### src/rtl/tx_self_cal_pkg.sv
// Shared definitions for the TX self-calibration handshake block: sideband
// message codes, initiator/responder state encodings, counter widths and a
// receive-qualification helper.
package tx_self_cal_pkg;

    localparam int unsigned MSG_W = 4;
    localparam int unsigned CAL_W = 8;
    localparam int unsigned TO_W  = 10;

    localparam logic [MSG_W-1:0] MSG_IDLE   = 4'b0000;
    localparam logic [MSG_W-1:0] START_REQ  = 4'b0001;
    localparam logic [MSG_W-1:0] START_RESP = 4'b0010;
    localparam logic [MSG_W-1:0] DONE_REQ   = 4'b0011;
    localparam logic [MSG_W-1:0] DONE_RESP  = 4'b0100;

    typedef logic [2:0] init_state_t;
    localparam init_state_t I_IDLE       = 3'd0;
    localparam init_state_t I_SEND_START = 3'd1;
    localparam init_state_t I_WAIT_START = 3'd2;
    localparam init_state_t I_CAL        = 3'd3;
    localparam init_state_t I_SEND_DONE  = 3'd4;
    localparam init_state_t I_WAIT_DONE  = 3'd5;
    localparam init_state_t I_FINISH     = 3'd6;
    localparam init_state_t I_ERR        = 3'd7;

    typedef logic [2:0] resp_state_t;
    localparam resp_state_t R_IDLE            = 3'd0;
    localparam resp_state_t R_SEND_START_RESP = 3'd1;
    localparam resp_state_t R_WAIT_DONE       = 3'd2;
    localparam resp_state_t R_SEND_DONE_RESP  = 3'd3;
    localparam resp_state_t R_FINISH          = 3'd4;

    // A received code only counts while it is qualified and the block is enabled.
    function automatic logic rx_is(input logic vld, input logic en,
                                   input logic [MSG_W-1:0] msg,
                                   input logic [MSG_W-1:0] code);
        return vld && en && (msg == code);
    endfunction

endpackage

### src/rtl/tx_self_cal_timer.sv
// Load / decrement / expire counter.
// Ports: clk, rst_n (sync, active-low), i_clear (force zero), i_load +
// i_load_val (preset), i_dec (count down, saturating at zero),
// o_expire_c (combinational, high while the count equals one).
module tx_self_cal_timer #(
    parameter int unsigned W = 8
) (
    input  logic         clk,
    input  logic         rst_n,
    input  logic         i_clear,
    input  logic         i_load,
    input  logic [W-1:0] i_load_val,
    input  logic         i_dec,
    output logic         o_expire_c
);

    logic [W-1:0] cnt_q;
    logic [W-1:0] cnt_d;

    // Clear dominates load, load dominates decrement.
    always_comb begin
        cnt_d = cnt_q;
        if (i_clear) begin
            cnt_d = '0;
        end else if (i_load) begin
            cnt_d = i_load_val;
        end else if (i_dec && (cnt_q != '0)) begin
            cnt_d = cnt_q - W'(1);
        end
    end

    always_ff @(posedge clk) begin
        if (!rst_n) begin
            cnt_q <= '0;
        end else begin
            cnt_q <= cnt_d;
        end
    end

    // Expiring on one lets the owning state last exactly the loaded count.
    assign o_expire_c = (cnt_q == W'(1));

endmodule

### src/rtl/tx_self_cal.sv
// TX self-calibration sideband handshake: an initiator FSM (START_REQ ->
// local calibration -> DONE_REQ) and a responder FSM (answers partner
// requests) share one sideband launch path guarded by a launch token.
// Ports: clk, rst_n (sync, active-low), i_en (enable, low forces idle),
// i_decoded_sideband_message/i_sideband_valid (received code),
// i_busy/i_falling_edge_busy (transmitter status), o_sideband_message/o_valid
// (launch), o_test_ack (both sequences done), o_timeout (wait-state timeout).
// Optional feature macro TX_SELF_CAL_TIMEOUT_EN: bounded wait states and I_ERR.
module tx_self_cal
    import tx_self_cal_pkg::*;
#(
    parameter int unsigned CAL_CYCLES     = 16,
    parameter int unsigned TIMEOUT_CYCLES = 1023
) (
    input  logic             clk,
    input  logic             rst_n,
    input  logic             i_en,
    input  logic [MSG_W-1:0] i_decoded_sideband_message,
    input  logic             i_sideband_valid,
    input  logic             i_busy,
    input  logic             i_falling_edge_busy,
    output logic [MSG_W-1:0] o_sideband_message,
    output logic             o_valid,
    output logic             o_test_ack,
    output logic             o_timeout
);

    if ((CAL_CYCLES < 1) || (CAL_CYCLES > 255)) begin : g_bad_cal
        $error("CAL_CYCLES must be in 1..255");
    end
    if ((TIMEOUT_CYCLES < 1) || (TIMEOUT_CYCLES > ((1 << TO_W) - 1))) begin : g_bad_to
        $error("TIMEOUT_CYCLES must fit the timeout counter");
    end

    init_state_t      init_q, init_d;
    resp_state_t      resp_q, resp_d;
    logic             token_q, token_d;
    logic [MSG_W-1:0] msg_q, msg_d;
    logic             valid_q, valid_d;
    logic             ack_q, ack_d;

    logic rx_start_req, rx_start_resp, rx_done_req, rx_done_resp;
    logic resp_pend, init_pend, can_launch, resp_launch, init_launch;
    logic cal_load, cal_last;

`ifdef TX_SELF_CAL_TIMEOUT_EN
    logic in_wait, to_expire;
    logic timeout_q, timeout_d;
`endif

    assign rx_start_req  = rx_is(i_sideband_valid, i_en, i_decoded_sideband_message, START_REQ);
    assign rx_start_resp = rx_is(i_sideband_valid, i_en, i_decoded_sideband_message, START_RESP);
    assign rx_done_req   = rx_is(i_sideband_valid, i_en, i_decoded_sideband_message, DONE_REQ);
    assign rx_done_resp  = rx_is(i_sideband_valid, i_en, i_decoded_sideband_message, DONE_RESP);

    // Single launch path: responder has priority, one launch per cycle.
    assign resp_pend   = (resp_q == R_SEND_START_RESP) || (resp_q == R_SEND_DONE_RESP);
    assign init_pend   = (init_q == I_SEND_START) || (init_q == I_SEND_DONE);
    assign can_launch  = i_en && !i_busy && token_q;
    assign resp_launch = can_launch && resp_pend;
    assign init_launch = can_launch && init_pend && !resp_pend;

    // Calibration window counter, loaded on I_WAIT_START -> I_CAL.
    assign cal_load = (init_q == I_WAIT_START) && rx_start_resp;

    tx_self_cal_timer #(.W(CAL_W)) u_cal_timer (
        .clk        (clk),
        .rst_n      (rst_n),
        .i_clear    (!i_en),
        .i_load     (cal_load),
        .i_load_val (CAL_W'(CAL_CYCLES)),
        .i_dec      (init_q == I_CAL),
        .o_expire_c (cal_last)
    );

`ifdef TX_SELF_CAL_TIMEOUT_EN
    // Every wait state is entered on an initiator launch, so that is the load point.
    assign in_wait = (init_q == I_WAIT_START) || (init_q == I_WAIT_DONE);

    tx_self_cal_timer #(.W(TO_W)) u_to_timer (
        .clk        (clk),
        .rst_n      (rst_n),
        .i_clear    (!i_en || (!init_launch && !in_wait)),
        .i_load     (init_launch),
        .i_load_val (TO_W'(TIMEOUT_CYCLES)),
        .i_dec      (in_wait),
        .o_expire_c (to_expire)
    );
`endif

    // Next-state and registered-output logic for both FSMs.
    always_comb begin
        init_d  = init_q;
        resp_d  = resp_q;
        token_d = token_q;
        msg_d   = MSG_IDLE;
        valid_d = 1'b0;
        ack_d   = 1'b0;

        case (init_q)
            I_IDLE:       init_d = I_SEND_START;
            I_SEND_START: if (init_launch) init_d = I_WAIT_START;
            I_WAIT_START: begin
                if (rx_start_resp) init_d = I_CAL;
`ifdef TX_SELF_CAL_TIMEOUT_EN
                else if (to_expire) init_d = I_ERR;
`endif
            end
            I_CAL:        if (cal_last) init_d = I_SEND_DONE;
            I_SEND_DONE:  if (init_launch) init_d = I_WAIT_DONE;
            I_WAIT_DONE: begin
                if (rx_done_resp) init_d = I_FINISH;
`ifdef TX_SELF_CAL_TIMEOUT_EN
                else if (to_expire) init_d = I_ERR;
`endif
            end
            I_FINISH, I_ERR: init_d = init_q;
            default:      init_d = I_IDLE;
        endcase

        case (resp_q)
            R_IDLE:            if (rx_start_req) resp_d = R_SEND_START_RESP;
            R_SEND_START_RESP: if (resp_launch) resp_d = R_WAIT_DONE;
            R_WAIT_DONE:       if (rx_done_req) resp_d = R_SEND_DONE_RESP;
            R_SEND_DONE_RESP:  if (resp_launch) resp_d = R_FINISH;
            R_FINISH:          resp_d = resp_q;
            default:           resp_d = R_IDLE;
        endcase

        if (resp_launch) begin
            valid_d = 1'b1;
            msg_d   = (resp_q == R_SEND_START_RESP) ? START_RESP : DONE_RESP;
        end else if (init_launch) begin
            valid_d = 1'b1;
            msg_d   = (init_q == I_SEND_START) ? START_REQ : DONE_REQ;
        end

        // A launch in the same cycle as a busy falling edge leaves the token cleared.
        if (resp_launch || init_launch) begin
            token_d = 1'b0;
        end else if (i_falling_edge_busy) begin
            token_d = 1'b1;
        end

        ack_d = (init_q == I_FINISH) && (resp_q == R_FINISH);

        if (!i_en) begin
            init_d  = I_IDLE;
            resp_d  = R_IDLE;
            token_d = 1'b1;
            msg_d   = MSG_IDLE;
            valid_d = 1'b0;
            ack_d   = 1'b0;
        end
    end

    always_ff @(posedge clk) begin
        if (!rst_n) begin
            init_q  <= I_IDLE;
            resp_q  <= R_IDLE;
            token_q <= 1'b1;
            msg_q   <= MSG_IDLE;
            valid_q <= 1'b0;
            ack_q   <= 1'b0;
        end else begin
            init_q  <= init_d;
            resp_q  <= resp_d;
            token_q <= token_d;
            msg_q   <= msg_d;
            valid_q <= valid_d;
            ack_q   <= ack_d;
        end
    end

    assign o_sideband_message = msg_q;
    assign o_valid            = valid_q;
    assign o_test_ack         = ack_q;

`ifdef TX_SELF_CAL_TIMEOUT_EN
    assign timeout_d = (init_d == I_ERR);

    always_ff @(posedge clk) begin
        if (!rst_n) begin
            timeout_q <= 1'b0;
        end else begin
            timeout_q <= timeout_d;
        end
    end

    assign o_timeout = timeout_q;
`else
    assign o_timeout = 1'b0;
`endif

endmodule

### config.mk
export PLATFORM = sky130hd
export DESIGN_NAME = tx_self_cal
export DESIGN_NICKNAME = d
export VERILOG_FILES = /design/src/rtl/tx_self_cal_pkg.sv /design/src/rtl/tx_self_cal_timer.sv /design/src/rtl/tx_self_cal.sv
export SDC_FILE = /design/constraint.sdc
export NUM_CORES = 1
export LEC_CHECK = 0
export BUFFER_PORTS_ARGS = -buffer_cell sky130_fd_sc_hd__buf_4
export CAP_MARGIN = 30
export CORE_ASPECT_RATIO = 0.6
export CORE_UTILIZATION = 25
export DETAILED_ROUTE_END_ITERATION = 10
export SYNTH_ARGS = -nofsm -noshare
export SYNTH_HDL_FRONTEND = slang
export SYNTH_SLANG_ARGS = --single-unit
export TNS_END_PERCENT = 20
### constraint.sdc
create_clock -name clk -period 2 [get_ports clk]
set_clock_uncertainty 0.1 [all_clocks]
set_input_delay 0.3 -clock clk [delete_from_list [all_inputs] [get_ports clk]]
set_output_delay 0.3 -clock clk [all_outputs]
set_load 0.01 [all_outputs]
==> key figures, run 1 <==
Clock network
  – Post-CTS setup buffers: 0
  – H-tree levels: 1
  – Root buf cell: clkbuf_8
  – Clock transition at the registers of the reported paths: 0.08 ns
  – Cts hold-fix bufs: 0
  – Clock Latency Late Sink: 0.27 ns
  – CTS tree: done
  – Num CTS Buffers: 3
  – Max clock buf depth: 2
  – CTS sink cnt: 20
  – Post-CTS Resized: 0

Run status
  – Outcome: completed

Synthesis
  – Avg Cell Area, Syn: 8.67 um2
  – Synth Flop Type: dfxtp_1
  – Synth unique cells: 37
  – FFs w/ async S/R, synth: 0%
  – Cells after synthesis: 118
  – Synth warn: 0
  – Seq cells post-synth: 20
  – Cell area after synthesis: 1020 um2
  – Post-synth EDFFs: 0
  – Seq/Total Area, Yosys: 39.1%

Hold path
  – Min-Delay Endpoint: token_q
  – Hold path depth: 3
  – Hold WC Path Type: primary input to register
  – Worst hold start: i_falling_edge_busy

Critical path
  – Critical path endpoint category: register
  – Reg-to-reg critical path endpoint: u_cal_timer.cnt_q[4]
  – Crit Reg-Reg Startpoint: u_cal_timer.cnt_q[0]
  – CP Class: register to register
  – Reg2reg setup slack: 0.18 ns
  – Reg2Reg Depth: 6
  – CP Max Fanout: 9
  – CP required: 2.09 ns
  – Worst EP arrival: 1.91 ns
  – Type of origin of the critical path: register

GRT
  – Total GRT Usage: 10.8%
  – Antenna violations before repair: 0
  – Largest net degree at the start of global routing: 14
  – First-pass GRT wire length: 3.55 mm
  – GR Overflow Total: 0
  – Vias in the first global route: 725

Detailed routing
  – Total number of vias: 878
  – Via-per-instance ratio: 4.88
  – Post-route ant nets: 0
  – Drt pass-1 iters: 6
  – Drt first-iter violations: 64
  – WL final: 2.20 mm
  – DRC: 0
  – Avg WL per Cell: 12.2 um

Timing
  – Fmax: 0.551 GHz
  – Unrepaired setup endpoints after global routing: false
  – Final min period: 1.82 ns
  – Final Setup Violations: 0
  – Fin Setup TNS: 0 ns
  – Fin crit share: 90.8%
  – Final slew viol count: 0
  – Slew margin rel.: 66.4%
  – Hold Fails Final Rpt: 0
  – Worst Max-Slew Pin Slew: 0.503 ns
  – Post-route setup slack: 0.185 ns

Floorplan
  – Num ports: 17
  – Starting density of the core: 27.0%
  – Core ar.: 3790 um2
  – Die Y: 51.6 um
  – Die X-Extent: 84.6 um
  – # rows: 17
  – Die area: 4360 um2

Pwr
  – Cell-internal power: 695 uW
  – Combinational fraction of design power: 6.9%
  – Clock share of power: 46.9%
  – Total power: 871 uW
  – Sw frac: 20.2%
  – Peak VDD IR: 0.000218 V
  – Seq pwr share: 46.2%
  – Power per standard cell area: 701 nW/um2
  – Leakage: 0.447 nW
  – Psw: 176 uW

Placed design
  – Post-place setup slack: 0.220 ns
  – Dpl hpwl: 1.67 mm
  – Cell Count Post-Placement: 176
  – IO buf count: 14
  – Placer Congestion: 0.826

Layout
  – Footprint of the multi-input gates: 581 um2
  – Final #Nets: 147
  – # diodes: 0
  – Area delta synth->final: 21.4%
  – Register area: 400 um2
  – Most common cell after layout, fill and taps aside: dfxtp_1
  – # fillers: 390
  – Fraction of layout cells with a size suffix above 1: 21.1%
  – Most frequent cells in the layout: dfxtp_1 (20), nor2_1 (18), buf_4 (16)
  – Non-Filler Instances: 180

Flow run
  – MaxCap Viol Count: 0
## routing by layer
metal | up-vias | GRT usage, % | part of all wire, %
met1 | 396 | 15.6 | 52
met5 | - | 0 | 0
met4 | 0 | 5.65 | 1.8
met3 | 4 | 3.81 | 7.9
li1 | 437 | - | -
met2 | 41 | 13.8 | 38
## logic make-up after synthesis
kind of cell,count (synthesis),share of synthesized area (%)
AO/OA/AOI/OAI,16,11.5
XOR/XNOR,8,6.85
adder cells (fa/ha/maj),3,3.67
buffers and inverters,9,4.52
flip-flops,20,39.1
other,1,0.366
AND/OR/NAND/NOR,61,34.0
## worst max-delay path by stage
stage,start,endpoint,slack (ns),depth (start not counted)
floorplan,i_decoded_sideband_message[3],u_cal_timer.cnt_q[1],0.42,5
global placement,u_cal_timer.cnt_q[0],u_cal_timer.cnt_q[4],0.20,6
detailed placement,u_cal_timer.cnt_q[0],u_cal_timer.cnt_q[4],0.22,6
CTS,u_cal_timer.cnt_q[0],u_cal_timer.cnt_q[4],0.20,6
global route,u_cal_timer.cnt_q[0],u_cal_timer.cnt_q[5],0.08,6
finish,u_cal_timer.cnt_q[0],u_cal_timer.cnt_q[4],0.18,6
## cell type report
type                    count  share of cell area, %
multi-input cells          90                   46.7
flip-flops and latches     20                   32.2
repair buffers             16                   9.67
well taps                  47                   4.73
clock buffers               3                   3.32
clock inverters             1                   2.42
inverters                   3                  0.906
## state kept, by name (all words and copies together), names as in the netlist
register and count:
u_cal_timer.cnt_q 8, init_q 3, o_sideband_message 3, resp_q 3, o_test_ack 1, o_valid 1
token_q 1
## power by group through the flow
stage	Sequential, mW	Combinational [mW]	Clock, mW
floorplan	0.412	0.0360	0
global route	0.403	0.0654	0.428
detailed placement	0.412	0.0592	0
finish	0.402	0.0604	0.409
global placement	0.412	0.0586	0
CTS	0.402	0.0595	0.413
## through the flow
stage                     utilization, %  hold WS (ns)  instance area, um2
final                               32.8         0.158                1240
after global routing                32.8         0.167                1240
after CTS                           32.8         0.161                1240
after detailed placement            30.9         0.405                1170
after global placement              30.9         0.388                1170
after floorplan                        -         0.333                1030
## worst max-delay path: stages, from the launching register on
cell,delay (ns)
dfxtp_1,0.40
inv_1,0.09
ha_1,0.24
a311oi_4,0.43
nand3_2,0.14
xor2_1,0.17
a21oi_1,0.17
## synthesized netlist by cell type (2+ instances only)
cell      number  area (um2)
nor2_1        18        67.6
nor3_1         8        40.0
ha_1           3        37.5
a211oi_1       2        15.0
xnor2_1        2        17.5
nand2b_1       3        18.8
nand3_1        4        20.0
xor2_1         6        52.6
inv_1          3        11.3
a21oi_1        7        35.0
dfxtp_1       20         400
nor3b_1        3        22.5
o21ai_0        2        10.0
and3_1         2        12.5
buf_4          3        22.5
clkbuf_1       2        7.51
nor4_1         2        12.5
nand2_1        9        33.8
(Power assumes the default switching activity.)
==> run 2, diff against run 1 <==
- CELL_PAD_IN_SITES_DETAIL_PLACEMENT: default -> 1
- CELL_PAD_IN_SITES_GLOBAL_PLACEMENT: default -> 1
- PLACE_DENSITY_LB_ADDON: default -> 0.1
==> run 2 against run 1 <==
Net effect: power decreased by 11%; count of clock-buffer cells in the layout increased by 1; maximum frequency increased by 2.9%; die area unchanged; critical endpoint unchanged.
==> key figures, run 2 (same netlist as run 1, synthesis figures left out) <==
Pwr
  – Seq pwr share: 51.7%
  – Clock share of power: 40.5%
  – Psw: 175 uW
  – Peak VDD IR: 0.000147 V
  – Cell-internal power: 603 uW
  – Combinational fraction of design power: 7.7%
  – Power per standard cell area: 627 nW/um2
  – Sw frac: 22.5%
  – Leakage: 0.451 nW

GRT
  – Largest net degree at the start of global routing: 13
  – Antenna violations before repair: 0
  – First-pass GRT wire length: 4.44 mm
  – GR Overflow Total: 0
  – Vias in the first global route: 909
  – Total GRT Usage: 13.8%

Clock network
  – Clock transition at the registers of the reported paths: 0.08 ns
  – H-tree levels: 1
  – Cts hold-fix bufs: 0
  – Post-CTS setup buffers: 0
  – Root buf cell: clkbuf_8
  – CTS sink cnt: 20
  – CTS tree: done
  – Num CTS Buffers: 3
  – Post-CTS Resized: 0
  – Max clock buf depth: 2
  – Clock Latency Late Sink: 0.26 ns

Layout
  – # diodes: 0
  – Top reg by flops: u_cal_timer.cnt_q
  – Util after Layout: 32.8%
  – Fraction of layout cells with a size suffix above 1: 22.2%
  – Area delta synth->final: 21.3%
  – Final #Nets: 149
  – Largest register FFs: 8
  – Most common cell after layout, fill and taps aside: dfxtp_1
  – Most frequent cells in the layout: dfxtp_1 (20), nor2_1 (18), buf_4 (18)

Floorplan
  – # rows: 17
  – Core ar.: 3790 um2
  – Die area: 4360 um2
  – Num ports: 17
  – Starting density of the core: 27.0%
  – Die X-Extent: 84.6 um
  – Die Y: 51.6 um

Timing
  – Unrepaired setup endpoints after global routing: false
  – Final slew viol count: 0
  – Slew margin rel.: 66.4%
  – Hold Fails Final Rpt: 0
  – Fmax: 0.567 GHz
  – Fin Setup TNS: 0 ns
  – Final Setup Violations: 0
  – Final min period: 1.76 ns
  – Fin crit share: 88.2%
  – Worst Max-Slew Pin Slew: 0.503 ns

Placed design
  – Dpl hpwl: 1.90 mm
  – Placer Congestion: 0.701
  – IO buf count: 14

Critical path
  – Crit path from: u_cal_timer.cnt_q[0]
  – Reg2Reg Depth: 6
  – CP Max Fanout: 9
  – CP Class: register to register
  – Crit Reg-Reg Startpoint: u_cal_timer.cnt_q[0]
  – CP required: 2.09 ns
  – Critical path endpoint category: register
  – Type of origin of the critical path: register
  – Worst EP arrival: 1.85 ns

Hold path
  – Worst hold start: i_falling_edge_busy
  – Hold path depth: 3
  – Hold WC Path Type: primary input to register

Detailed routing
  – Total number of vias: 855
  – WL final: 2.44 mm
  – Post-route ant nets: 0
  – Drt first-iter violations: 38
  – Via-per-instance ratio: 4.70
  – DRC: 0
  – Avg WL per Cell: 13.4 um
  – Drt pass-1 iters: 6

Flow run
  – MaxCap Viol Count: 0

Run status
  – Outcome: completed
-- run 2: changes by cell type in the layout (fill, tap and decap cells not counted), sizes merged --
cell,delta
buf,+2
bufinv,-1
clkbuf,+1
-- run 2: area by class of cell --
type | count | area (um2)
fillers | 462 | 2540
multi-input cells | 90 | 581
clock buffers | 4 | 55.1
inverters | 3 | 11.3
repair buffers | 18 | 135
flip-flops and latches | 20 | 400
well taps | 47 | 58.8
-- run 2: path summary, 6_finish.rpt --
check | endpoint | slack [ns]
hold / removal | token_q | 0.16
hold reg to reg | resp_q[0] | 0.42
setup reg to reg | u_cal_timer.cnt_q[4] | 0.24
setup / recovery | u_cal_timer.cnt_q[4] | 0.24
-- run 2: through the flow --
step	area (um2)	instances	power (mW)	setup slack [ns]	hold slack [ns]
floorplan	1030	119	0.448	0.416	0.333
global placement	1190	178	0.472	0.222	0.393
detailed placement	1190	178	0.472	0.207	0.411
CTS	1240	182	0.799	0.227	0.150
global route	1240	182	0.819	0.0638	0.198
finish	1240	182	0.778	0.236	0.161
-- run 2: power groups by stage --
stage	sequential, mW	clock [mW]	combinational, mW
global placement	0.412	0	0.0598
floorplan	0.412	0	0.0360
finish	0.403	0.315	0.0601
CTS	0.403	0.336	0.0604
global route	0.403	0.348	0.0684
detailed placement	0.412	0	0.0600
-- run 2: worst max-delay path, stage by stage, from the launching register on --
cell      delay (ns)
dfxtp_1         0.40
inv_1           0.08
ha_1            0.23
a311oi_4        0.44
nand3_2         0.13
xor2_1          0.16
a21oi_1         0.14
-- run 2: per-layer routing --
| layer | share of wire (%) | vias to the layer above | wire length (um) | track usage (%) |
|---|---|---|---|---|
| met2 | 39 | 11 | 951 | 19.8 |
| met5 | 0 | - | 0 | 0 |
| li1 | - | 441 | - | - |
| met1 | 56 | 398 | 1380 | 19.2 |
| met4 | 1.6 | 0 | 40 | 5.93 |
| met3 | 3.2 | 5 | 78 | 3.97 |
